[src/rtl/avalon_burst_master.sv]
// Avalon-MM burst initiator for the NN accelerator.
// Converts one local command (read or write, start address, beat count) into
// a single Avalon-MM burst. Writes stream through a one-word holding register
// so the source can run one beat per clock. Reads issue a single request and
// count pipelined readdatavalid returns. A done pulse closes every
// transaction, and resp_err reports any non-OKAY beat.

module avalon_burst_master #(
    parameter int ADDR_W  = 11,
    parameter int DATA_W  = 32,
    parameter int BURST_W = 10
) (
    input  logic               clk,
    input  logic               n_rst,
    // local command side
    input  logic               cmd_valid,
    output logic               cmd_ready,
    input  logic               cmd_write,
    input  logic [ADDR_W-1:0]  cmd_address,
    input  logic [BURST_W-1:0] cmd_burstcount,
    // local write-data source
    input  logic [DATA_W-1:0]  wdata,
    input  logic               wdata_valid,
    output logic               wdata_ready,
    // local read-data sink and status
    output logic [DATA_W-1:0]  rdata,
    output logic               rdata_valid,
    output logic               done,
    output logic               resp_err,
    // Avalon-MM master side
    output logic [ADDR_W-1:0]  address,
    output logic               read,
    output logic               write,
    output logic               beginbursttransfer,
    output logic [BURST_W-1:0] burstcount,
    output logic [DATA_W-1:0]  writedata,
    input  logic               waitrequest,
    input  logic [DATA_W-1:0]  readdata,
    input  logic               readdatavalid,
    input  logic [1:0]         response
);

    localparam logic [2:0] ST_IDLE     = 3'd0;
    localparam logic [2:0] ST_WR_BURST = 3'd1;
    localparam logic [2:0] ST_RD_REQ   = 3'd2;
    localparam logic [2:0] ST_RD_DATA  = 3'd3;
    localparam logic [2:0] ST_DONE     = 3'd4;

    localparam logic [BURST_W-1:0] BEAT_ZERO = {BURST_W{1'b0}};
    localparam logic [BURST_W-1:0] BEAT_ONE  = {{(BURST_W-1){1'b0}}, 1'b1};

    // state and datapath registers
    logic [2:0]         state_q,      state_d;
    logic [BURST_W-1:0] beats_q,      beats_d;
    logic [ADDR_W-1:0]  addr_q,       addr_d;
    logic [BURST_W-1:0] bcnt_q,       bcnt_d;
    logic [DATA_W-1:0]  hold_q,       hold_d;
    logic               hold_full_q,  hold_full_d;
    logic               resp_err_q,   resp_err_d;
    logic [DATA_W-1:0]  rdata_q,      rdata_d;
    logic               rdata_vld_q;
    logic               cmd_ready_q;
    logic               done_q;
    logic               read_q;
    logic               bbt_q;

    // per-cycle strobes
    logic               cmd_acc_s;
    logic               wr_beat_s;
    logic               rd_beat_s;
    logic               grant_s;
    logic               last_beat_s;
    logic               wdata_ready_s;
    logic               hold_load_s;
    logic               resp_bad_s;
    logic [BURST_W-1:0] cmd_beats_s;

    // Decode handshakes: command accept, write/read beats, read grant, source pull
    always_comb begin
        cmd_acc_s   = (state_q == ST_IDLE) && cmd_valid;
        wr_beat_s   = (state_q == ST_WR_BURST) && hold_full_q && !waitrequest;
        // a zero-latency slave may return data in the same cycle as the grant
        rd_beat_s   = readdatavalid &&
                      ((state_q == ST_RD_REQ) || (state_q == ST_RD_DATA));
        grant_s     = (state_q == ST_RD_REQ) && read_q && !waitrequest;
        last_beat_s = (beats_q == BEAT_ONE);
        // refill in the cycle the held beat leaves, unless that was the last beat
        if (state_q == ST_WR_BURST) begin
            wdata_ready_s = !hold_full_q || (wr_beat_s && !last_beat_s);
        end else begin
            wdata_ready_s = 1'b0;
        end
        hold_load_s = wdata_ready_s && wdata_valid;
        resp_bad_s  = (response != 2'b00) && (wr_beat_s || rd_beat_s);
        if (cmd_burstcount == BEAT_ZERO) begin
            cmd_beats_s = BEAT_ONE;
        end else begin
            cmd_beats_s = cmd_burstcount;
        end
    end

    // Transaction sequencing and remaining-beat counter
    always_comb begin
        state_d = state_q;
        beats_d = beats_q;
        case (state_q)
            ST_IDLE: begin
                if (cmd_acc_s) begin
                    beats_d = cmd_beats_s;
                    state_d = cmd_write ? ST_WR_BURST : ST_RD_REQ;
                end else begin
                    state_d = ST_IDLE;
                end
            end
            ST_WR_BURST: begin
                if (wr_beat_s) begin
                    beats_d = beats_q - BEAT_ONE;
                    state_d = last_beat_s ? ST_DONE : ST_WR_BURST;
                end else begin
                    state_d = ST_WR_BURST;
                end
            end
            ST_RD_REQ: begin
                if (rd_beat_s) begin
                    beats_d = beats_q - BEAT_ONE;
                end else begin
                    beats_d = beats_q;
                end
                if (rd_beat_s && last_beat_s) begin
                    state_d = ST_DONE;
                end else if (grant_s) begin
                    state_d = ST_RD_DATA;
                end else begin
                    state_d = ST_RD_REQ;
                end
            end
            ST_RD_DATA: begin
                if (rd_beat_s) begin
                    beats_d = beats_q - BEAT_ONE;
                    state_d = last_beat_s ? ST_DONE : ST_RD_DATA;
                end else begin
                    state_d = ST_RD_DATA;
                end
            end
            ST_DONE: begin
                state_d = ST_IDLE;
            end
            default: begin
                state_d = ST_IDLE;
                beats_d = BEAT_ZERO;
            end
        endcase
    end

    // Command latches, write holding register, error flag and read capture
    always_comb begin
        if (cmd_acc_s) begin
            addr_d = cmd_address;
            bcnt_d = cmd_beats_s;
        end else begin
            addr_d = addr_q;
            bcnt_d = bcnt_q;
        end

        if (hold_load_s) begin
            hold_d      = wdata;
            hold_full_d = 1'b1;
        end else if (wr_beat_s) begin
            hold_d      = hold_q;
            hold_full_d = 1'b0;
        end else begin
            hold_d      = hold_q;
            hold_full_d = hold_full_q;
        end

        // sticky for the current command, cleared only by the next accept
        if (cmd_acc_s) begin
            resp_err_d = 1'b0;
        end else if (resp_bad_s) begin
            resp_err_d = 1'b1;
        end else begin
            resp_err_d = resp_err_q;
        end

        if (rd_beat_s) begin
            rdata_d = readdata;
        end else begin
            rdata_d = rdata_q;
        end
    end

    // State, counters and datapath registers
    always_ff @(posedge clk or negedge n_rst) begin
        if (!n_rst) begin
            state_q     <= ST_IDLE;
            beats_q     <= BEAT_ZERO;
            addr_q      <= {ADDR_W{1'b0}};
            bcnt_q      <= BEAT_ZERO;
            hold_q      <= {DATA_W{1'b0}};
            hold_full_q <= 1'b0;
            resp_err_q  <= 1'b0;
            rdata_q     <= {DATA_W{1'b0}};
        end else begin
            state_q     <= state_d;
            beats_q     <= beats_d;
            addr_q      <= addr_d;
            bcnt_q      <= bcnt_d;
            hold_q      <= hold_d;
            hold_full_q <= hold_full_d;
            resp_err_q  <= resp_err_d;
            rdata_q     <= rdata_d;
        end
    end

    // Registered control outputs, decoded from the next state
    always_ff @(posedge clk or negedge n_rst) begin
        if (!n_rst) begin
            cmd_ready_q <= 1'b1;
            done_q      <= 1'b0;
            read_q      <= 1'b0;
            bbt_q       <= 1'b0;
            rdata_vld_q <= 1'b0;
        end else begin
            cmd_ready_q <= (state_d == ST_IDLE);
            done_q      <= (state_d == ST_DONE);
            read_q      <= (state_d == ST_RD_REQ);
            bbt_q       <= cmd_acc_s;
            rdata_vld_q <= rd_beat_s;
        end
    end

    assign cmd_ready          = cmd_ready_q;
    assign wdata_ready        = wdata_ready_s;
    assign rdata              = rdata_q;
    assign rdata_valid        = rdata_vld_q;
    assign done               = done_q;
    assign resp_err           = resp_err_q;
    assign address            = addr_q;
    assign read               = read_q;
    assign write              = hold_full_q;
    assign beginbursttransfer = bbt_q;
    assign burstcount         = bcnt_q;
    assign writedata          = hold_q;

endmodule

[config.mk]
export PLATFORM = sky130hd
export DESIGN_NAME = avalon_burst_master
export DESIGN_NICKNAME = d
export VERILOG_FILES = /design/src/rtl/avalon_burst_master.sv
export SDC_FILE = /design/constraint.sdc
export NUM_CORES = 1
export LEC_CHECK = 0
export ABC_AREA = 1
export BUFFER_PORTS_ARGS = -buffer_cell sky130_fd_sc_hd__buf_2
export CAP_MARGIN = 20
export CORE_MARGIN = 2
export CORE_UTILIZATION = 48
export CTS_CLUSTER_SIZE = 40
export DETAILED_ROUTE_END_ITERATION = 7
export PLACE_DENSITY = 0.8
export SLEW_MARGIN = 10
export SYNTH_ARGS = -nofsm -noshare
export SYNTH_HDL_FRONTEND = slang
export SYNTH_SLANG_ARGS = --single-unit
[constraint.sdc]
create_clock -name clk -period 1.9 [get_ports clk]
set_input_delay 0.38 -clock clk [delete_from_list [all_inputs] [get_ports clk]]
set_output_delay 0.38 -clock clk [all_outputs]
set_load 0.05 [all_outputs]
Yosys cells after proc, flatten, opt, wreduce, memory -nomap -nowiden
Index checks and enable logic that the tools add are counted.
{"block": "totals", "ff_bits": 105, "out_inout_bits": 93}
{"block": "op_classes", "addsub": 1, "eq_ne": 10, "mux": 19, "bitwise": 1, "n_reduce_logical": 24}
{"op": "$mux W10", "n": 4}
{"op": "$pmux W10 S4", "n": 1}
{"op": "$mux W3", "n": 5}
{"op": "$pmux W3 S4", "n": 1}
{"op": "$eq A10 B1 Y1 const B", "n": 1}
{"op": "$logic_and A1 B1 Y1", "n": 10}
{"op": "$logic_not A10 Y1", "n": 1}
{"op": "$sub A10 B1 Y10 const B", "n": 1}
{"op": "$eq A3 B2 Y1 const B", "n": 3}
{"op": "$eq A3 B3 Y1 const B", "n": 2}
{"op": "$logic_not A3 Y1", "n": 2}
{"op": "$mux W1", "n": 6}
{"op": "$reduce_bool A2 Y1", "n": 3}
{"op": "$mux W2", "n": 2}
{"op": "$ne A2 B2 Y1 const B", "n": 2}
{"op": "$reduce_and A4 Y1", "n": 1}
{"op": "$eq A3 B1 Y1 const B", "n": 1}
{"op": "$logic_not A1 Y1", "n": 3}
{"op": "$logic_or A1 B1 Y1", "n": 3}
{"op": "$ne A2 B1 Y1 const B", "n": 1}
{"op": "$reduce_or A2 Y1", "n": 1}
{"op": "$not A1 Y1", "n": 1}

Longest topological paths before layout
Gate-level depths: netlist (run 1).
{"block": "logic_depth", "depth_word": 8, "mapped_depth": 11, "ltp_nobuf": 10}

Worst setup path after synthesis (run 1)
OpenSTA, ideal clock, no wires.
{"block": "synth_path", "kind": "register to output", "startpoint": "register beats_q[0]", "endpoint": "output port wdata_ready", "t_arrival_ns": 1.558, "setup_slack_ns": -0.038, "path_stages_with_launch": 7, "path_buffers": 0, "cell_sequence": "dfrtp_1 ha_1 nand2_1 nor2_2 nand2_1 nand2_1 a21oi_1"}
{"block": "synth_between", "elab_chain_cells": 5}
{"item": "start, declared", "line": "54", "source": "logic [BURST_W-1:0] beats_q, beats_d;"}
{"item": "start signal, assigned", "line": "205", "source": "beats_q <= beats_d;"}
{"item": "$eq A10 B1 Y1", "line": "86", "source": "last_beat_s = (beats_q == BEAT_ONE);"}
{"item": "$logic_not A1 Y1", "line": "89", "source": "wdata_ready_s = !hold_full_q || (wr_beat_s && !last_beat_s);"}
{"item": "$logic_and A1 B1 Y1", "line": "89"}
{"item": "$logic_or A1 B1 Y1", "line": "89"}
{"item": "$mux W1", "line": "88", "source": "if (state_q == ST_WR_BURST) begin"}
{"item": "end, declared", "line": "24", "source": "output logic wdata_ready,"}
No other way between the ends.

Worst setup path after layout (run 1)
Ends and elaborated chain as after synthesis.

==> flow_summary_export.csv, run 1 <==
group,metric,value,unit
power,power_density,2072,nW/um^2
global_route,overflow,0,
detailed_routing,vias,4299,
placed_design,gp_congestion,0.8501,
logic_synthesis,synth_edf_count,0,
detailed_routing,ant_nets,0,
finish,area_growth,30.49,%
sta,finalSetupViolCount,0,
setup_path,worst-setup-path-type,"reg2out",
finish,layout-drive-gt1-share,0.3306,
detailed_routing,drc_errors,0,
sta,rsz0062_at_grt,"true",
power,switchingPower,6.651,mW
floorplan,die_w,100.7,um
logic_synthesis,yosysUniqueCellTypes,26,
logic_synthesis,synth_xor_area_frac,0,
floorplan,core,9153,um^2
logic_synthesis,ys_warn_count,0,
power,p_total,12.14,mW
global_route,grt_max_degree,44,
setup_path,crit_required,1.52,ns
logic_synthesis,synth_compound_area_frac,0.03484,
clock_tree,cts_tree,"done",
clock_tree,clock_sinks,105,
clock_tree,clk_path_buf_depth,2,
logic_synthesis,synth_top_cell_by_area,"dfrtp_1",
global_route,grt_usage,0.2192,
clock_tree,clock_tree.root_cell,"clkbuf_8",
power,p_seq_frac,0.314,
logic_synthesis,synth_nets,630,
sta,hold_viol_final,0,
sta,finalSetupTns,0,ns
sta,setup_slack,0.03289,ns
logic_synthesis,syn-mean-instance-area,8.407,um^2
global_route,antenna_found_initial,0,
placed_design,portBuffers,186,
power,p_int,5.485,mW
finish,layout_common_cells,"nand2_1, buf_2, dfrtp_1",
logic_synthesis,synth-simple-area-share,0.3269,
finish,seqCellArea,2630,um^2
floorplan,start_util,0.4905,
placed_design,dp_hpwl,8.154,mm
run_status,status,"finished clean",
finish,fillCellCount,752,
finish,multi_input_area,1693,um^2
finish,fin_nets,823,
logic_synthesis,ys_ff_latch,105,
floorplan,row_count,35,
logic_synthesis,netlist_area,4489,um^2
setup_path,crit_path_max_fanout,3,
logic_synthesis,ys_seq_area_frac,0.5856,
logic_synthesis,synth_async_sr_flop_share,1.000,
hold_path,hp-class,"in2reg",
logic_synthesis,synthTopCellsByArea,"dfrtp_1, nand2_1, nand4_1",
detailed_routing,first_iter_violations,175,
floorplan,pin_count,187,
global_route,grt_pass1_wl,17.79,mm
detailed_routing,vias_per_cell,5.100,
placed_design,dpl_cell_area,5544,um^2
detailed_routing,first_pass_iters,5,
detailed_routing,wl,11.47,mm
clock_tree,ctsHtreeMaxLevel,3,
flow_run,max_cap_viol_count,0,
sta,fmax,535.6,MHz
finish,layout_commonest_cell,"nand2_1",
clock_tree,clk_latency,0.36,ns
sta,skew,0.01338,ns
sta,finalCriticalPeriod,1.867,ns
setup_path,cp-end-kind,"output pin",
setup_path,cp.arrival,1.49,ns
sta,period_share,0.9827,
clock_tree,clk_pin_slew_worst_paths,0.10,ns
power,vdd_drop_max,1.048,mV
placed_design,place_ws,0.2761,ns
clock_tree,cts-buffers-inserted,9,
sta,slew_viol_final,0,
sta,worst_slew_pin_slew,0.9092,ns
power,clockPowerShare,0.114,
floorplan,die-area,10140,um^2
floorplan,fp.dieH,100.7,um
logic_synthesis,synth_mux_area_frac,0,
logic_synthesis,synth_fa_ha_area_frac,0.005574,
finish,n_antenna_cell,0,
power,leakagePower,3.417,nW
finish,postLayoutCoreUtil,0.6401,
logic_synthesis,ys.flop_type,"dfrtp_1",
detailed_routing,avgRoutedWirePerCell,13.60,um
power,power_frac_comb,0.572,
logic_synthesis,syn_inst,534,
power,sw_frac_of_total,0.5480,
sta,maxSlewHeadroom,0.3932,
logic_synthesis,synth_top_family_by_area,"simple AND/OR/NAND/NOR gates",
finish,fin_area,5858,um^2
global_route,grt_pass1_vias,3880,
setup_path,setup.worst_path.start_class,"flop",
logic_synthesis,yosys.area.top_type_share,0.5797,
-- cell type report --
class	count	share of cell area
clock inverter	5	0.01111
timing repair buffer	205	0.1894
multi-input combinational	382	0.2890
inverter	24	0.01538
sequential	105	0.4490
clock buffer	11	0.02243
tap	111	0.02371
-- synthesized netlist by cell type, types with 3 or more instances --
master,count
dfrtp_1,104
nand3_1,11
buf_6,3
nor2_2,3
nand2_1,277
a21oi_1,8
inv_2,3
o21ai_0,18
buf_1,5
clkbuf_1,5
nand4_1,33
nor2_1,18
buf_2,10
inv_1,21
-- layer usage --
layer / track usage / vias to the layer above / wire [um]
li1: - / 2070 / -
met1: 0.2840 / 2010 / 4841
met2: 0.3646 / 194 / 5520
met3: 0.04508 / 25 / 824
met4: 0.08114 / 0 / 279
met5: 0 / - / 0
-- cells by family (layout without fill, tap and decap cells) --
group	count (synthesis)	in the layout
adder cells (fa/ha/maj)	2	2
AND/OR/NAND/NOR	351	351
flip-flops	105	105
AO/OA/AOI/OAI	29	29
buffers and inverters	47	245
-- critical path: stages, from the launching register on --
cell and delay (ns):
dfrtp_1 0.42, ha_4 0.18, nand2_4 0.07, nor2_4 0.04, nand2_2 0.05, nand2_2 0.05
a21oi_2 0.14, buf_6 0.18
-- state kept, by name, indices dropped and copies added, names as in the netlist --
| name | cells |
|---|---|
| burstcount | 10 |
| done | 1 |
| rdata_valid | 1 |
| writedata | 32 |
| cmd_ready | 1 |
| read | 1 |
| beats_q | 10 |
| rdata | 32 |
| write | 1 |
| beginbursttransfer | 1 |
| state_q | 3 |
| address | 11 |
| resp_err | 1 |
-- worst paths after layout --
path | start | end | slack (ns) | cells past startpoint
worst max register to register | beats_q[0] | writedata[6] | 0.21 | 10
worst min-delay path | readdata[11] | rdata[11] | 0.22 | 3
min in group asynchronous | n_rst | writedata[12] | 0.50 | 2
max in group asynchronous | n_rst | cmd_ready | 0.79 | 3
worst min register to register | rdata[9] | rdata[9] | 0.47 | 2
worst max-delay path | beats_q[0] | wdata_ready | 0.03 | 7
-- stage by stage --
| stage | hold WS (ns) | instances |
|---|---|---|
| after floorplan | 0.08441 | 534 |
| after global placement | 0.3448 | 818 |
| after detailed placement | 0.3584 | 818 |
| after CTS | 0.2022 | 843 |
| after global routing | 0.2128 | 843 |
| final | 0.2156 | 843 |
-- timing repair --
action                                 4_1_cts  5_1_grt
resized for setup                           10        4
setup endpoints to repair                    1        1
pin swaps                                    4        5
buffers inserted                             8        0
endpoints found under the hold margin       29        0
hold buffers                                 1        0
-- power groups by stage --
stage	Clock [mW]	Combinational, mW	Sequential [mW]
after floorplan	0	1.96	6.95
after global placement	0	6.62	3.79
after detailed placement	0	6.73	3.84
after CTS	1.42	6.92	3.79
after global routing	1.50	7.43	3.93
final	1.39	6.94	3.81
Power figures use the tool's default switching activity.
==> run 2, diff against run 1 <==
--- a/config.mk
+++ b/config.mk
@@ -10,6 +10,7 @@
 export CAP_MARGIN = 20
 export CORE_MARGIN = 2
 export CORE_UTILIZATION = 48
+export CTS_BUF_LIST = sky130_fd_sc_hd__clkbuf_16
 export CTS_CLUSTER_SIZE = 40
 export DETAILED_ROUTE_END_ITERATION = 7
 export PLACE_DENSITY = 0.8
==> flow_summary_export.csv, run 2 (same netlist as run 1, synthesis figures left out) <==
group,metric,value,unit
run_status,status,"finished with violations",
run_status,violations,"negative setup slack",
setup_path,crit_path_end,"wdata_ready",
sta,period_share,1.003,
hold_path,hp-class,"in2reg",
clock_tree,clk_latency,0.33,ns
global_route,grt_usage,0.2176,
finish,postLayoutCoreUtil,0.6447,
setup_path,worst-setup-path-type,"reg2out",
setup_path,crit_path_max_fanout,3,
sta,maxSlewHeadroom,0.3806,
clock_tree,clk_path_buf_depth,2,
global_route,grt_pass1_vias,3846,
floorplan,die_w,100.7,um
sta,fin_hold_ws,0.2459,ns
detailed_routing,avgRoutedWirePerCell,13.48,um
global_route,antenna_found_initial,0,
sta,worst_slew_pin_slew,0.9281,ns
sta,fmax,524.6,MHz
finish,layout_common_cells,"nand2_1, buf_2, dfrtp_1",
setup_path,slowest_stage,"dfrtp_1",
sta,setup_slack,-0.006123,ns
sta,rsz0062_at_grt,"true",
flow_run,max_cap_viol_count,0,
setup_path,cpLargestDelayFamily,"flip-flops",
power,leakagePower,3.448,nW
sta,finalSetupViolCount,1,
floorplan,start_util,0.4905,
power,vdd_drop_max,1.109,mV
finish,layout-drive-gt1-share,0.3210,
setup_path,path_depth,8,
finish,fin_nets,820,
clock_tree,cts-buffers-inserted,9,
setup_path,cp-end-kind,"output pin",
detailed_routing,ant_nets,0,
setup_path,r2r.worst_path.cells,9,
global_route,grt_max_degree,44,
floorplan,die-area,10140,um^2
setup_path,regToRegEndpoint,"writedata[10]",
setup_path,cp_common_cell,"nand2_1",
placed_design,gp_congestion,0.8501,
setup_path,crit_required,1.52,ns
finish,area_growth,31.44,%
setup_path,critPathLaunch,"beats_q[1]",
sta,hold_viol_final,0,
clock_tree,clk_pin_slew_worst_paths,0.07,ns
placed_design,placedCellCount,818,
finish,layout_commonest_cell,"nand2_1",
detailed_routing,drc_errors,0,
global_route,grt_pass1_wl,17.66,mm
clock_tree,clock_sinks,105,
sta,finalCriticalPeriod,1.906,ns
global_route,overflow,0,
detailed_routing,wl,11.33,mm
setup_path,max_stage_delay,0.39,ns
floorplan,pin_count,187,
floorplan,fp.dieH,100.7,um
floorplan,core,9153,um^2
power,power_density,2114,nW/um^2
sta,skew,0.01008,ns
clock_tree,cts_tree,"done",
setup_path,crit_chain,"inv_2 > ha_1 > nand2_1 > nor2_2 > nand2_1 > nand2_2 > a21oi_2 > buf_6",
placed_design,dpl_cell_area,5544,um^2
finish,n_antenna_cell,0,
setup_path,cp.arrival,1.53,ns
detailed_routing,vias_per_cell,5.080,
detailed_routing,first_iter_violations,177,
setup_path,path_buf_inv,2,
finish,finalNonFillerCells,840,
detailed_routing,first_pass_iters,5,
sta,slew_viol_final,0,
floorplan,row_count,35,
detailed_routing,vias,4267,
clock_tree,ctsHtreeMaxLevel,3,
placed_design,portBuffers,186,
setup_path,r2r_start,"beats_q[0]",
setup_path,setup.worst_path.start_class,"flop",
placed_design,dp_hpwl,8.154,mm
clock_tree,clock_tree.root_cell,"clkbuf_16",
setup_path,r2r_slack,0.28,ns
finish,fin_area,5901,um^2
==> run 2: cell count changes in the layout (fill, tap and decap cells not counted), sizes merged <==
cell,before,now
buf,204,201
inv,25,27
clkbuf,11,9
==> run 2: per-layer routing <==
metal  global-route usage  vias up  share of wire  wire, um
met5                    0        -              0         0
met4              0.07692        0          0.021       243
met3              0.05132       18          0.073       830
met2               0.3579      184           0.48      5487
met1               0.2828     1999           0.42      4766
li1                     -     2066              -         -
==> run 2: layout make-up <==
class / instances / area, um^2
clock buffers: 9 / 225.2
inverters: 24 / 90.09
fillers: 742 / 3252
multi-input cells: 382 / 1658
flip-flops and latches: 105 / 2629
well taps: 111 / 138.9
clock inverters: 7 / 72.57
repair buffers: 202 / 1087
==> run 2: where the power goes <==
part | internal [mW] | leakage (nW) | switching [mW] | total, mW
logic | 1.56 | 1.99 | 5.27 | 6.83
registers | 3.25 | 1.31 | 0.561 | 3.81
clock network | 1.02 | 0.146 | 0.806 | 1.83
total | 5.84 | 3.45 | 6.63 | 12.5
==> run 2: worst min path at each step <==
stage / from / endpoint / slack [ns] / depth (start not counted)
global route: readdata[8] / rdata[8] / 0.24 / 3
floorplan: n_rst / address[0] / 0.08 / 0
finish: readdata[11] / rdata[11] / 0.25 / 3
CTS: readdata[11] / rdata[11] / 0.23 / 3
detailed placement: n_rst / writedata[10] / 0.36 / 1
global placement: n_rst / writedata[10] / 0.34 / 1
==> run 2: worst register-to-register path: stages, from the launching register on <==
cell and delay, ns:
dfrtp_1 0.39, ha_1 0.21, nand2_1 0.08, nor2_2 0.05, nand2_1 0.06, nand2_2 0.06, nand2_2 0.10, nand3_4 0.31
nand2_1 0.17, nand2_1 0.07
==> run 2: through the flow <==
| step | power [mW] | setup TNS (ns) | setup WS, ns |
|---|---|---|---|
| 2_1_floorplan | 8.913 | 0 | 0.2217 |
| 3_3_place_gp | 10.41 | 0 | 0.2745 |
| 3_5_place_dp | 10.57 | 0 | 0.2761 |
| 4_1_cts | 12.48 | 0 | 0.002590 |
| 5_1_grt | 13.23 | -0.1127 | -0.1127 |
| 6_report | 12.47 | -0.006123 | -0.006123 |
==> run 2: what timing repair did <==
action	in CTS	in global routing
setup endpoints to repair	1	1
buffers inserted	1	4
gates resized for setup	4	1
endpoints found under the hold margin	18	0
hold buffers	1	0
pin swaps	1	2
==> run 3, diff against run 2 <==
--- a/config.mk
+++ b/config.mk
@@ -8,7 +8,6 @@
 export ABC_AREA = 1
 export BUFFER_PORTS_ARGS = -buffer_cell sky130_fd_sc_hd__buf_2
 export CAP_MARGIN = 20
-export CORE_MARGIN = 2
 export CORE_UTILIZATION = 48
 export CTS_BUF_LIST = sky130_fd_sc_hd__clkbuf_16
 export CTS_CLUSTER_SIZE = 40
==> flow_summary_export.csv, run 3 (same netlist as run 1, synthesis figures left out) <==
group,metric,value,unit
global_route,antenna_found_initial,0,
finish,n_antenna_cell,0,
clock_tree,clk_path_buf_depth,2,
sta,slew_viol_final,0,
finish,layout_commonest_cell,"nand2_1",
setup_path,cp-end-kind,"output pin",
floorplan,row_count,34,
clock_tree,clock_sinks,105,
placed_design,dpl_cell_area,5540,um^2
setup_path,setup.worst_path.start_class,"flop",
clock_tree,ctsHtreeMaxLevel,3,
floorplan,pin_count,187,
clock_tree,clk_pin_slew_worst_paths,0.08,ns
finish,postLayoutCoreUtil,0.6663,
setup_path,cp.arrival,1.51,ns
finish,fin_area,5924,um^2
sta,setup_slack,0.007830,ns
finish,fillCellCount,685,
detailed_routing,vias_per_cell,5.131,
setup_path,crit_chain,"inv_2 > ha_4 > nand2_2 > nor2_2 > nand2_1 > nand2_2 > a21oi_2 > buf_6",
setup_path,slowest_stage,"dfrtp_1",
sta,fmax,528.5,MHz
setup_path,r2r_start,"beats_q[1]",
sta,rsz0062_at_grt,"true",
finish,fin_nets,821,
sta,worst_slew_pin_slew,0.9313,ns
floorplan,fp.dieH,98.71,um
clock_tree,cts_tree,"done",
clock_tree,clk_latency,0.34,ns
hold_path,hp-class,"in2reg",
finish,layout-drive-gt1-share,0.3265,
detailed_routing,first_pass_iters,6,
power,p_seq_frac,0.304,
setup_path,critPathLaunch,"beats_q[1]",
detailed_routing,wl,11.75,mm
finish,area_growth,31.97,%
setup_path,crit_required,1.52,ns
run_status,status,"finished clean",
placed_design,dp_hpwl,8.423,mm
power,leakagePower,3.452,nW
flow_run,max_cap_viol_count,0,
hold_path,hold_path.startpoint,"cmd_address[2]",
power,vdd_drop_max,1.113,mV
power,sw_frac_of_total,0.5348,
finish,multi_input_area,1673,um^2
sta,finalSetupViolCount,0,
clock_tree,cts-buffers-inserted,9,
detailed_routing,ant_nets,0,
sta,skew,0.01105,ns
setup_path,crit_path_max_fanout,2,
power,p_int,5.858,mW
global_route,grt_pass1_vias,4180,
detailed_routing,vias,4295,
floorplan,die_w,98.71,um
floorplan,core,8891,um^2
global_route,grt_pass1_wl,19.18,mm
finish,seqCellArea,2629,um^2
global_route,grt_max_degree,42,
detailed_routing,first_iter_violations,170,
setup_path,worst-setup-path-type,"reg2out",
placed_design,gp_congestion,0.9286,
sta,finalCriticalPeriod,1.892,ns
sta,fin_hold_ws,0.2413,ns
setup_path,max_stage_delay,0.39,ns
sta,maxSlewHeadroom,0.3785,
power,clockPowerShare,0.148,
finish,layout_common_cells,"nand2_1, buf_2, dfrtp_1",
placed_design,place_ws,0.2514,ns
power,power_frac_comb,0.548,
sta,period_share,0.9959,
detailed_routing,avgRoutedWirePerCell,14.03,um
power,power_density,2126,nW/um^2
global_route,overflow,0,
floorplan,start_util,0.5049,
sta,hold_viol_final,0,
setup_path,cp_common_cell,"nand2_2",
placed_design,portBuffers,186,
sta,finalSetupTns,0,ns
detailed_routing,drc_errors,0,
floorplan,die-area,9744,um^2
power,switchingPower,6.736,mW
global_route,grt_usage,0.2468,
clock_tree,clock_tree.root_cell,"clkbuf_16",
## run 3: changes by cell type in the layout (fill, tap and decap cells not counted)
| cell | before | now |
|---|---|---|
| clkinv_4 | 1 | 2 |
| ha_4 | 0 | 1 |
| nand2_2 | 3 | 4 |
| inv_8 | 1 | 2 |
| buf_4 | 14 | 15 |
| clkinvlp_4 | 2 | 1 |
| nand2_1 | 276 | 275 |
| ha_1 | 2 | 1 |
| inv_1 | 22 | 20 |
## run 3: area by class of cell
type / instances / share of cell area
clock buffers: 9 / 0.03801
clock inverters: 6 / 0.01309
inverters: 24 / 0.01521
multi-input cells: 382 / 0.2824
flip-flops and latches: 105 / 0.4437
well taps: 108 / 0.02281
repair buffers: 203 / 0.1848
## run 3: what timing repair did
item	4_1_cts	5_1_grt
setup buffers	5	1
setup endpoints to repair	1	8
pin swaps	3	2
hold buffers	1	0
gates resized for setup	5	3
hold endpoints to repair	23	0
## run 3: worst max-delay path: cells and delay by family, from the launching register on
family,cells,cell delay (ns)
compound gates,1,0.15
flops,1,0.39
fa+ha+maj,1,0.15
simple gates,4,0.24
buf+inv,2,0.25
## run 3: final timing paths
kind                           endpoint  slack [ns]  cells past startpoint
max                         wdata_ready       0.008                      8
min                          address[2]        0.24                      3
max reg2reg                writedata[7]        0.17                     11
min reg2reg                   rdata[11]        0.47                      2
max in group asynchronous     cmd_ready        0.73                      3
min in group asynchronous     rdata[20]        0.52                      2
## run 3: metal layers
layer,vias to the layer above,routed length (um),GRT usage
li1,2080,-,-
met1,1997,4939,0.3053
met2,190,5694,0.4171
met3,28,813,0.05957
met4,0,300,0.1022
met5,-,0,0
## run 3: per-stage QoR
stage | std cells | power (mW)
2_1_floorplan | 534 | 8.913
3_3_place_gp | 815 | 10.42
3_5_place_dp | 815 | 10.60
4_1_cts | 836 | 12.58
5_1_grt | 837 | 13.34
6_report | 837 | 12.59
## run 3: power groups by stage
stage | clock (mW) | combinational [mW] | sequential, mW
global route | 2.02 | 7.38 | 3.94
detailed placement | 0 | 6.77 | 3.83
finish | 1.87 | 6.90 | 3.83
global placement | 0 | 6.63 | 3.79
floorplan | 0 | 1.96 | 6.95
CTS | 1.91 | 6.87 | 3.81
